<file path="config.mk">
export PLATFORM = sky130hd
export DESIGN_NAME = mem_port_arbiter
export DESIGN_NICKNAME = d
export VERILOG_FILES = /design/src/rtl/arb_pkg.sv /design/src/rtl/arb_timeout.sv /design/src/rtl/mem_port_arbiter.sv
export SDC_FILE = /design/constraint.sdc
export NUM_CORES = 1
export LEC_CHECK = 0
export BUFFER_PORTS_ARGS = -buffer_cell sky130_fd_sc_hd__buf_4
export CAP_MARGIN = 20
export CELL_PAD_IN_SITES_DETAIL_PLACEMENT = 0
export CELL_PAD_IN_SITES_GLOBAL_PLACEMENT = 1
export CORE_MARGIN = 5
export CORE_UTILIZATION = 38
export DETAILED_ROUTE_END_ITERATION = 8
export PLACE_DENSITY = 0.81
export SYNTH_ARGS = -nofsm -noshare
export SYNTH_HDL_FRONTEND = slang
export SYNTH_SLANG_ARGS = --single-unit
</file>
<file path="constraint.sdc">
create_clock -name clk -period 2.9 [get_ports clk]
set_input_delay 0 -clock clk [delete_from_list [all_inputs] [get_ports clk]]
set_output_delay 0 -clock clk [all_outputs]
set_load 0.05 [all_outputs]
</file>
<file path="src/rtl/arb_pkg.sv">
// Shared types and constants for the memory port arbiter.
package arb_pkg;
   typedef enum logic [1:0] {IDLE, BUSY, RESP} arb_state_t;
   typedef enum logic {REQ_IF, REQ_D} req_id_t;
   localparam int CNT_W = 8;
endpackage

</file>
<file path="src/rtl/arb_timeout.sv">
// Acknowledge-wait counter; expired flags count==limit combinationally.
module arb_timeout
   import arb_pkg::*;
(
   input  logic             clk,
   input  logic             rst_n,
   input  logic             clr,
   input  logic             en,
   input  logic [CNT_W-1:0] limit,
   output logic             expired
);
   logic [CNT_W-1:0] r_cnt;

   always_ff @(posedge clk or negedge rst_n) begin
      if (!rst_n) begin
         r_cnt <= '0;
      end else if (clr) begin
         r_cnt <= '0;
      end else if (en) begin
         r_cnt <= r_cnt + 1'b1;
      end
   end

   assign expired = (r_cnt == limit);
endmodule

</file>
<file path="src/rtl/mem_port_arbiter.sv">
// Round-robin arbiter sharing one memory port between fetch and data.
module mem_port_arbiter
   import arb_pkg::*;
#(
   parameter int ADDR_W  = 32,
   parameter int DATA_W  = 32,
   parameter int TIMEOUT = 15
) (
   input  logic              clk,
   input  logic              rst_n,
   input  logic              if_req,
   input  logic [ADDR_W-1:0] if_addr,
   output logic [DATA_W-1:0] if_rdata,
   output logic              if_done,
   input  logic              d_req,
   input  logic              d_we,
   input  logic [ADDR_W-1:0] d_addr,
   input  logic [DATA_W-1:0] d_wdata,
   output logic [DATA_W-1:0] d_rdata,
   output logic              d_done,
   output logic              err,
   output logic              m_req,
   output logic              m_we,
   output logic [ADDR_W-1:0] m_addr,
   output logic [DATA_W-1:0] m_wdata,
   input  logic              m_ack,
   input  logic [DATA_W-1:0] m_rdata
);
   if (TIMEOUT < 1 || TIMEOUT > 255) begin : g_bad_timeout
      $error("mem_port_arbiter: TIMEOUT must be within 1..255");
   end

   // The counter holds k-1 on the k-th BUSY cycle, so the limit is one less.
   localparam logic [CNT_W-1:0] LIMIT = CNT_W'(TIMEOUT - 1);

   arb_state_t        r_state, w_state_nxt;
   req_id_t           r_gnt, w_gnt_nxt;
   req_id_t           r_last, w_last_nxt;
   logic              r_m_req, w_m_req_nxt;
   logic              r_m_we, w_m_we_nxt;
   logic [ADDR_W-1:0] r_m_addr, w_m_addr_nxt;
   logic [DATA_W-1:0] r_m_wdata, w_m_wdata_nxt;
   logic [DATA_W-1:0] r_if_rdata, w_if_rdata_nxt;
   logic [DATA_W-1:0] r_d_rdata, w_d_rdata_nxt;
   logic              r_if_done, w_if_done_nxt;
   logic              r_d_done, w_d_done_nxt;
   logic              r_err, w_err_nxt;
   logic              w_clr, w_en, w_expired, w_pick_d;

   arb_timeout u_timeout (
      .clk     (clk),
      .rst_n   (rst_n),
      .clr     (w_clr),
      .en      (w_en),
      .limit   (LIMIT),
      .expired (w_expired)
   );

   assign w_pick_d = d_req & (~if_req | (r_last == REQ_IF));

   always_ff @(posedge clk or negedge rst_n) begin
      if (!rst_n) begin
         r_state    <= IDLE;
         r_gnt      <= REQ_IF;
         r_last     <= REQ_IF;
         r_m_req    <= 1'b0;
         r_m_we     <= 1'b0;
         r_m_addr   <= '0;
         r_m_wdata  <= '0;
         r_if_rdata <= '0;
         r_d_rdata  <= '0;
         r_if_done  <= 1'b0;
         r_d_done   <= 1'b0;
         r_err      <= 1'b0;
      end else begin
         r_state    <= w_state_nxt;
         r_gnt      <= w_gnt_nxt;
         r_last     <= w_last_nxt;
         r_m_req    <= w_m_req_nxt;
         r_m_we     <= w_m_we_nxt;
         r_m_addr   <= w_m_addr_nxt;
         r_m_wdata  <= w_m_wdata_nxt;
         r_if_rdata <= w_if_rdata_nxt;
         r_d_rdata  <= w_d_rdata_nxt;
         r_if_done  <= w_if_done_nxt;
         r_d_done   <= w_d_done_nxt;
         r_err      <= w_err_nxt;
      end
   end

   always_comb begin
      w_state_nxt    = r_state;
      w_gnt_nxt      = r_gnt;
      w_last_nxt     = r_last;
      w_m_req_nxt    = r_m_req;
      w_m_we_nxt     = r_m_we;
      w_m_addr_nxt   = r_m_addr;
      w_m_wdata_nxt  = r_m_wdata;
      w_if_rdata_nxt = r_if_rdata;
      w_d_rdata_nxt  = r_d_rdata;
      w_if_done_nxt  = 1'b0;
      w_d_done_nxt   = 1'b0;
      w_err_nxt      = 1'b0;
      w_clr          = 1'b0;
      w_en           = 1'b0;
      unique case (r_state)
         IDLE: begin
            if (if_req || d_req) begin
               w_state_nxt = BUSY;
               w_m_req_nxt = 1'b1;
               w_clr       = 1'b1;
               if (w_pick_d) begin
                  w_gnt_nxt     = REQ_D;
                  w_last_nxt    = REQ_D;
                  w_m_we_nxt    = d_we;
                  w_m_addr_nxt  = d_addr;
                  w_m_wdata_nxt = d_wdata;
               end else begin
                  w_gnt_nxt    = REQ_IF;
                  w_last_nxt   = REQ_IF;
                  w_m_we_nxt   = 1'b0;
                  w_m_addr_nxt = if_addr;
               end
            end
         end
         BUSY: begin
            // An ack in the expiry cycle takes priority over the timeout.
            if (m_ack || w_expired) begin
               w_state_nxt = RESP;
               w_m_req_nxt = 1'b0;
               w_err_nxt   = ~m_ack;
               if (r_gnt == REQ_D) begin
                  w_d_done_nxt  = 1'b1;
                  w_d_rdata_nxt = m_ack ? m_rdata : '0;
               end else begin
                  w_if_done_nxt  = 1'b1;
                  w_if_rdata_nxt = m_ack ? m_rdata : '0;
               end
            end else begin
               w_en = 1'b1;
            end
         end
         RESP: begin
            w_m_we_nxt  = 1'b0;
            w_state_nxt = IDLE;
         end
         default: w_state_nxt = IDLE;
      endcase
   end

   assign m_req    = r_m_req;
   assign m_we     = r_m_we;
   assign m_addr   = r_m_addr;
   assign m_wdata  = r_m_wdata;
   assign if_rdata = r_if_rdata;
   assign d_rdata  = r_d_rdata;
   assign if_done  = r_if_done;
   assign d_done   = r_d_done;
   assign err      = r_err;
endmodule

</file>
# ---- After elaboration in Yosys (flattened, before gate mapping)
# Index checks and enable logic that the tools add are counted.
# W data, S select, Z words.
dict set report op_classes {
  addsub 1
  n_mux 26
  reduce_logical 13
  eq_ne 5
  bitwise_logic 5
}
# op count
set op_table {}
lappend op_table {{$mux W32} 2}
lappend op_table {{$mux W1} 17}
lappend op_table {{$mux W8} 2}
lappend op_table {{$reduce_and A3 Y1} 4}
lappend op_table {{$add A8 B1 Y8 const B} 1}
lappend op_table {{$eq A8 B4 Y1 const B} 1}
lappend op_table {{$reduce_and A2 Y1} 3}
lappend op_table {{$reduce_bool A2 Y1} 3}
lappend op_table {{$mux W2} 2}
lappend op_table {{$ne A2 B2 Y1 const B} 2}
lappend op_table {{$pmux W1 S2} 2}
lappend op_table {{$pmux W2 S2} 1}
lappend op_table {{$not A1 Y1} 3}
lappend op_table {{$eq A2 B1 Y1 const B} 1}
lappend op_table {{$eq A2 B2 Y1 const B} 1}
lappend op_table {{$logic_not A2 Y1} 1}
lappend op_table {{$logic_or A1 B1 Y1} 2}
lappend op_table {{$and A1 B1 Y1} 1}
lappend op_table {{$or A1 B1 Y1} 1}
dict set report word_totals {
  ff_bits 144
  out_inout_bits 133
  in_bits 134
  wordCells 62
}

# ---- Logic depth before layout (Yosys ltp)
dict set report logic_depth {
  ltp_word 6
  ltp_mapped 7
  depth_no_buf 6
}

# ---- Modules after synthesis
# Synthesis repeated with hierarchy kept, for this count alone.
dict set report hier_totals {
  cells_unflattened 423
  hier_area_um2 6308.6
}
# mod area_each_um2 instances cells_each
set modules_own_cells {}
lappend modules_own_cells {mem_port_arbiter 5831.8 1 374}
lappend modules_own_cells {arb_timeout 476.7 1 49}

# ---- Least setup slack after synthesis
# OpenSTA, ideal clock, no wires.
dict set report synth_path {
  kind {register to register}
  start {register u_timeout.r_cnt[0]}
  end {register r_d_rdata[10] (netlist: d_rdata[10])}
  arrival_ns 1.698
  path_slack_ns 1.072
  path_stages_with_launch 8
  n_path_buf 1
  path_cell_list {dfrtp_1 > inv_1 > ha_1 > or4b_4 > nor3_4 > o211ai_2 > buf_6 > o2bb2ai_1}
}
dict set report synth_via {
  elab_chain_cells 3
}
# element line
set synth_rtl {}
lappend synth_rtl {{start: declaration} arb_timeout.sv:12} ;# logic [CNT_W-1:0] r_cnt;
lappend synth_rtl {{start signal: assignment} arb_timeout.sv:20} ;# r_cnt <= r_cnt + 1'b1;
lappend synth_rtl {{$eq A8 B4 Y1} arb_timeout.sv:24} ;# assign expired = (r_cnt == limit);
lappend synth_rtl {{$logic_or A1 B1 Y1} mem_port_arbiter.sv:128} ;# if (m_ack || w_expired) begin
lappend synth_rtl {{$reduce_and A3 Y1 (no line)} -}
lappend synth_rtl {{end signal: assignment} mem_port_arbiter.sv:84} ;# r_d_rdata <= w_d_rdata_nxt;
lappend synth_rtl {{end: declaration} mem_port_arbiter.sv:44} ;# logic [DATA_W-1:0] r_d_rdata, w_d_rdata_nxt;
# Every way passes these cells.
# A chain may end at the register's enable or synchronous reset.

# ---- Final worst setup path
dict set report layout_path {
  start {register u_timeout.r_cnt[0]}
  end {register u_timeout.r_cnt[3]}
}
dict set report layout_via {
  elab_chain_cells 5
  word_cells_on_any_way 8
  classes_between {add/sub: 1; eq/ne: 1; mux: 4; reduce/logical: 2}
}
# element
set layout_rtl {}
lappend layout_rtl {{branches (longest 5 deep; another with $add A8 B1 Y8)}}
# Several ways; the timed one is not identified. The select of a mux whose other input is x is not followed.

==> report_table.html <==
<table>
<tr><th>Metric</th><th>Value</th></tr>
<tr><th colspan="2">Status</th></tr>
<tr><td>Status</td><td>completed</td></tr>
<tr><th colspan="2">Synthesis</th></tr>
<tr><td>Main synth FF type</td><td>sky130_fd_sc_hd__dfrtp_1</td></tr>
<tr><td>Library cells used by synthesis</td><td>34</td></tr>
<tr><td>Post-Synthesis Net Count</td><td>593</td></tr>
<tr><td>Cell area after technology mapping</td><td>5800 um2</td></tr>
<tr><td>Mapped Cells</td><td>457</td></tr>
<tr><td>Leading cell type by number of instances after synthesis</td><td>sky130_fd_sc_hd__dfrtp_1</td></tr>
<tr><td>Top cells by count, synth</td><td>144 x sky130_fd_sc_hd__dfrtp_1, 70 x sky130_fd_sc_hd__nand2_1, 64 x sky130_fd_sc_hd__o2bb2ai_1, 36 x sky130_fd_sc_hd__o21ai_0, 33 x sky130_fd_sc_hd__mux2i_1</td></tr>
<tr><td>YS warnings</td><td>0</td></tr>
<tr><td>Number of synthesized register bits</td><td>144</td></tr>
<tr><td>Portion of the post-synthesis area used by sequential elements</td><td>0.621</td></tr>
<tr><td>Mean Syn Cell Area</td><td>12.7 um2</td></tr>
<tr><td>Top area cells in the synthesized netlist</td><td>sky130_fd_sc_hd__dfrtp_1 62%, sky130_fd_sc_hd__o2bb2ai_1 9.7%, sky130_fd_sc_hd__mux2_2 6.2%</td></tr>
<tr><td>Portion of synthesized cell area occupied by the leading cell type</td><td>0.621</td></tr>
<tr><td>Cell accounting for the most synthesized area</td><td>sky130_fd_sc_hd__dfrtp_1</td></tr>
<tr><td>Number of enable-type register cells in the synthesized netlist</td><td>0</td></tr>
<tr><td>Async set-reset flop share out of synthesis</td><td>1.00</td></tr>
<tr><th colspan="2">Worst setup path</th></tr>
<tr><td>Req. time, crit path</td><td>3.20 ns</td></tr>
<tr><td>Startpoint type of the worst setup path</td><td>flip-flop</td></tr>
<tr><td>Crit path largest cell delay</td><td>0.63 ns</td></tr>
<tr><td>Worst R2R End</td><td>u_timeout.r_cnt[3]</td></tr>
<tr><td>Critical register-to-register path startpoint</td><td>u_timeout.r_cnt[0]</td></tr>
<tr><td>CP delay by family, top</td><td>compound AO/OA/AOI/OAI gates</td></tr>
<tr><td>Worst setup path category</td><td>flip-flop to flip-flop</td></tr>
<tr><td>Depth of the worst register-to-register path</td><td>6</td></tr>
<tr><td>Slowest cell on the critical path</td><td>sky130_fd_sc_hd__o31ai_2</td></tr>
<tr><td>Crit path buf inv count</td><td>1</td></tr>
<tr><td>Top fanout value on the critical path</td><td>12</td></tr>
<tr><td>Arrival time of data at the critical path endpoint</td><td>2.46 ns</td></tr>
<tr><td>Crit end category</td><td>flip-flop</td></tr>
<tr><td>Worst-case register-to-register setup slack</td><td>0.74 ns</td></tr>
<tr><td>CP cell instances</td><td>inv_1 -&gt; ha_1 -&gt; or4b_4 -&gt; o31ai_2 -&gt; o211ai_1 -&gt; o31ai_1</td></tr>
<tr><th colspan="2">Job</th></tr>
<tr><td>Total of max-cap violations</td><td>0</td></tr>
<tr><th colspan="2">Route</th></tr>
<tr><td>First-iteration detailed-routing DRC count</td><td>172</td></tr>
<tr><td>Via count normalized by instance count</td><td>4.85</td></tr>
<tr><td>Overall via count from detail_route</td><td>5112</td></tr>
<tr><td>Length of the first detailed-routing pass in iterations</td><td>4</td></tr>
<tr><td>Number of DRC violations after detailed routing</td><td>0</td></tr>
<tr><td>Routed Wire Length</td><td>17400 um</td></tr>
<tr><td>Average detailed-routed wire length per instance</td><td>16.5 um</td></tr>
<tr><td>ANT nets after route</td><td>0</td></tr>
<tr><th colspan="2">Hold path</th></tr>
<tr><td>Classification of the worst-slack hold path</td><td>primary input to async pin</td></tr>
<tr><th colspan="2">Clocking</th></tr>
<tr><td>Number of instances resized during post-cts repair</td><td>0</td></tr>
<tr><td>CTS root buf</td><td>sky130_fd_sc_hd__clkbuf_16</td></tr>
<tr><td>Post-CTS clock slew at the launch and capture registers of the worst setup and hold paths</td><td>0.06 ns</td></tr>
<tr><td>Number of buffers created by CTS</td><td>17</td></tr>
<tr><td>TritonCTS clock tree</td><td>yes</td></tr>
<tr><td>Number of levels the H-tree was split into</td><td>4</td></tr>
<tr><td>CTS sink count</td><td>144</td></tr>
<tr><td>Insertion delay to the later sink of the worst-skew pair</td><td>0.42 ns</td></tr>
<tr><td>Number of buffers between clock root and the deepest sink</td><td>2</td></tr>
<tr><th colspan="2">STA</th></tr>
<tr><td>Final hold violations</td><td>0</td></tr>
<tr><td>Setup slack after layout</td><td>0.743 ns</td></tr>
<tr><td>TNS Setup</td><td>0 ns</td></tr>
<tr><td>Worst-Margin Slew</td><td>0.742 ns</td></tr>
<tr><td>Period utilisation layout</td><td>0.744</td></tr>
<tr><td>Fin. max-slew vios</td><td>0</td></tr>
<tr><td>Fmax</td><td>0.464 GHz</td></tr>
<tr><td>Clock Skews</td><td>0.0102 ns</td></tr>
<tr><td>Final worst hold slack</td><td>0.175 ns</td></tr>
<tr><td>Final-report setup violation count</td><td>0</td></tr>
<tr><td>Shortest clock period the worst path allows after layout</td><td>2.16 ns</td></tr>
<tr><td>Unrepaired setup endpoints after global routing</td><td>false</td></tr>
<tr><td>Relative slew margins</td><td>0.502</td></tr>
<tr><th colspan="2">Cells and area</th></tr>
<tr><td>Post-Route Utilization</td><td>0.657</td></tr>
<tr><td>Number of filler instances in the final layout</td><td>1102</td></tr>
<tr><td>Number of nets in the finished design</td><td>990</td></tr>
<tr><td>Share of post-route cells with drive strength above 1</td><td>0.399</td></tr>
<tr><td>Non-Filler Instances</td><td>1055</td></tr>
<tr><td>Antenna Diode Count</td><td>0</td></tr>
<tr><td>Final instance area</td><td>9920 um2</td></tr>
<tr><td>Layout Area Growth over Synthesis</td><td>70.9%</td></tr>
<tr><th colspan="2">Placed design</th></tr>
<tr><td>Area after DPL</td><td>7960 um2</td></tr>
<tr><td>Post-placement worst setup slack</td><td>0.745 ns</td></tr>
<tr><td>Number of buffers added on ports</td><td>266</td></tr>
<tr><td>Placer's final routability congestion estimate</td><td>0.798</td></tr>
<tr><td>Inst Count DP</td><td>889</td></tr>
<tr><td>Final HPWL from detailed placement</td><td>11400 um</td></tr>
<tr><th colspan="2">Floorplanning</th></tr>
<tr><td>Initial Util</td><td>0.385</td></tr>
<tr><td>Die height</td><td>134 um</td></tr>
<tr><td>Overall die area</td><td>17800 um2</td></tr>
<tr><td>Ports</td><td>267</td></tr>
<tr><td>Placeable Area</td><td>15100 um2</td></tr>
<tr><td>Die X</td><td>134 um</td></tr>
<tr><td>Row count</td><td>45</td></tr>
<tr><th colspan="2">Power and ir drop</th></tr>
<tr><td>Standby leakage power</td><td>4.69 nW</td></tr>
<tr><td>Power Dens Cells</td><td>1250 nW/um2</td></tr>
<tr><td>IR drop worst, VDD</td><td>0.000715 V</td></tr>
<tr><td>Total Power Consumption</td><td>12.4 mW</td></tr>
<tr><th colspan="2">GRT</th></tr>
<tr><td>Pin count of the biggest net entering global routing</td><td>76</td></tr>
<tr><td>Total global routing track utilization</td><td>0.198</td></tr>
<tr><td>Wire length of the first global-routing pass</td><td>28300 um</td></tr>
<tr><td>GRT Residual Overflow</td><td>0</td></tr>
<tr><td>Initial antenna violation count</td><td>0</td></tr>
<tr><td>Via count of the first global-routing pass</td><td>5558</td></tr>
</table>
layout by cell type (no fill, tap or decap), types with 5 or more instances in the layout:
master	n
sky130_fd_sc_hd__inv_1	6
sky130_fd_sc_hd__dlygate4sd3_1	134
sky130_fd_sc_hd__buf_4	274
sky130_fd_sc_hd__mux2i_1	33
sky130_fd_sc_hd__dfrtp_1	144
sky130_fd_sc_hd__mux2_2	32
sky130_fd_sc_hd__nand3_1	7
sky130_fd_sc_hd__o2bb2ai_1	64
sky130_fd_sc_hd__nand2_1	70
sky130_fd_sc_hd__clkbuf_16	17
sky130_fd_sc_hd__o21ai_0	36
sky130_fd_sc_hd__clkinvlp_4	5
how the worst max path moves through the flow:
stage                       start                 end  slack [ns]  cells after the start
6_report       u_timeout.r_cnt[0]  u_timeout.r_cnt[3]        0.74                      6
5_1_grt                    r_last           m_addr[1]        0.62                      5
4_1_cts        u_timeout.r_cnt[0]  u_timeout.r_cnt[3]        0.75                      6
3_5_place_dp   u_timeout.r_cnt[0]  u_timeout.r_cnt[4]        0.75                      6
3_3_place_gp   u_timeout.r_cnt[0]  u_timeout.r_cnt[4]        0.83                      6
2_1_floorplan  u_timeout.r_cnt[0]         d_rdata[10]        1.07                      7
power breakdown:
| group | switching (mW) | internal [mW] |
|---|---|---|
| sequential | 0.552 | 2.92 |
| clock | 0.844 | 1.41 |
| combinational | 4.53 | 2.18 |
| total | 5.93 | 6.51 |
repair_timing:
action	4_1_cts	5_1_grt
buffers inserted	0	0
hold endpoints to repair	209	0
hold buffers	134	0
logic make-up (layout without fill, tap and decap cells):
| logic type | after synthesis | after routing | synth area share |
|---|---|---|---|
| flip-flops | 144 | 144 | 0.621 |
| AO/OA/AOI/OAI | 113 | 113 | 0.146 |
| AND/OR/NAND/NOR | 92 | 92 | 0.0694 |
| multiplexers | 65 | 65 | 0.119 |
| buffers and inverters | 39 | 449 | 0.0371 |
| adder cells (fa/ha/maj) | 2 | 2 | 0.00431 |
| XOR/XNOR | 2 | 2 | 0.00302 |
worst register-to-register path, cell delays in order, from the launching register on:
cell and delay (ns):
sky130_fd_sc_hd__dfrtp_1 0.43, sky130_fd_sc_hd__inv_1 0.08, sky130_fd_sc_hd__ha_1 0.13, sky130_fd_sc_hd__or4b_4 0.49
sky130_fd_sc_hd__o31ai_2 0.63, sky130_fd_sc_hd__o211ai_1 0.19, sky130_fd_sc_hd__o31ai_1 0.11
state kept, by name, summed over array words and instances (netlist names):
| name | flops |
|---|---|
| m_we | 1 |
| err | 1 |
| d_done | 1 |
| r_state | 2 |
| u_timeout.r_cnt | 8 |
| m_req | 1 |
| m_addr | 32 |
| if_done | 1 |
| r_last | 1 |
| m_wdata | 32 |
| d_rdata | 32 |
| if_rdata | 32 |
layout make-up:
class / instances / area [um2] / area share
multi-input cells: 274 / 2010 / 0.202
inverters: 7 / 26.3 / 0.00265
well taps: 188 / 235 / 0.0237
clock buffers: 21 / 460 / 0.0464
repair buffers: 410 / 3430 / 0.346
clock inverters: 11 / 154 / 0.0155
flip-flops and latches: 144 / 3600 / 0.363
per-layer routing:
metal  vias to the layer above  global-route usage  wire (um)
met2                       193               0.340       8870
met3                        26              0.0642       1370
met4                         0              0.0714        315
met5                         -                   0          0
li1                       2455                   -          -
met1                      2438               0.232       6810
Note: power is estimated with default switching activity, not from simulation.
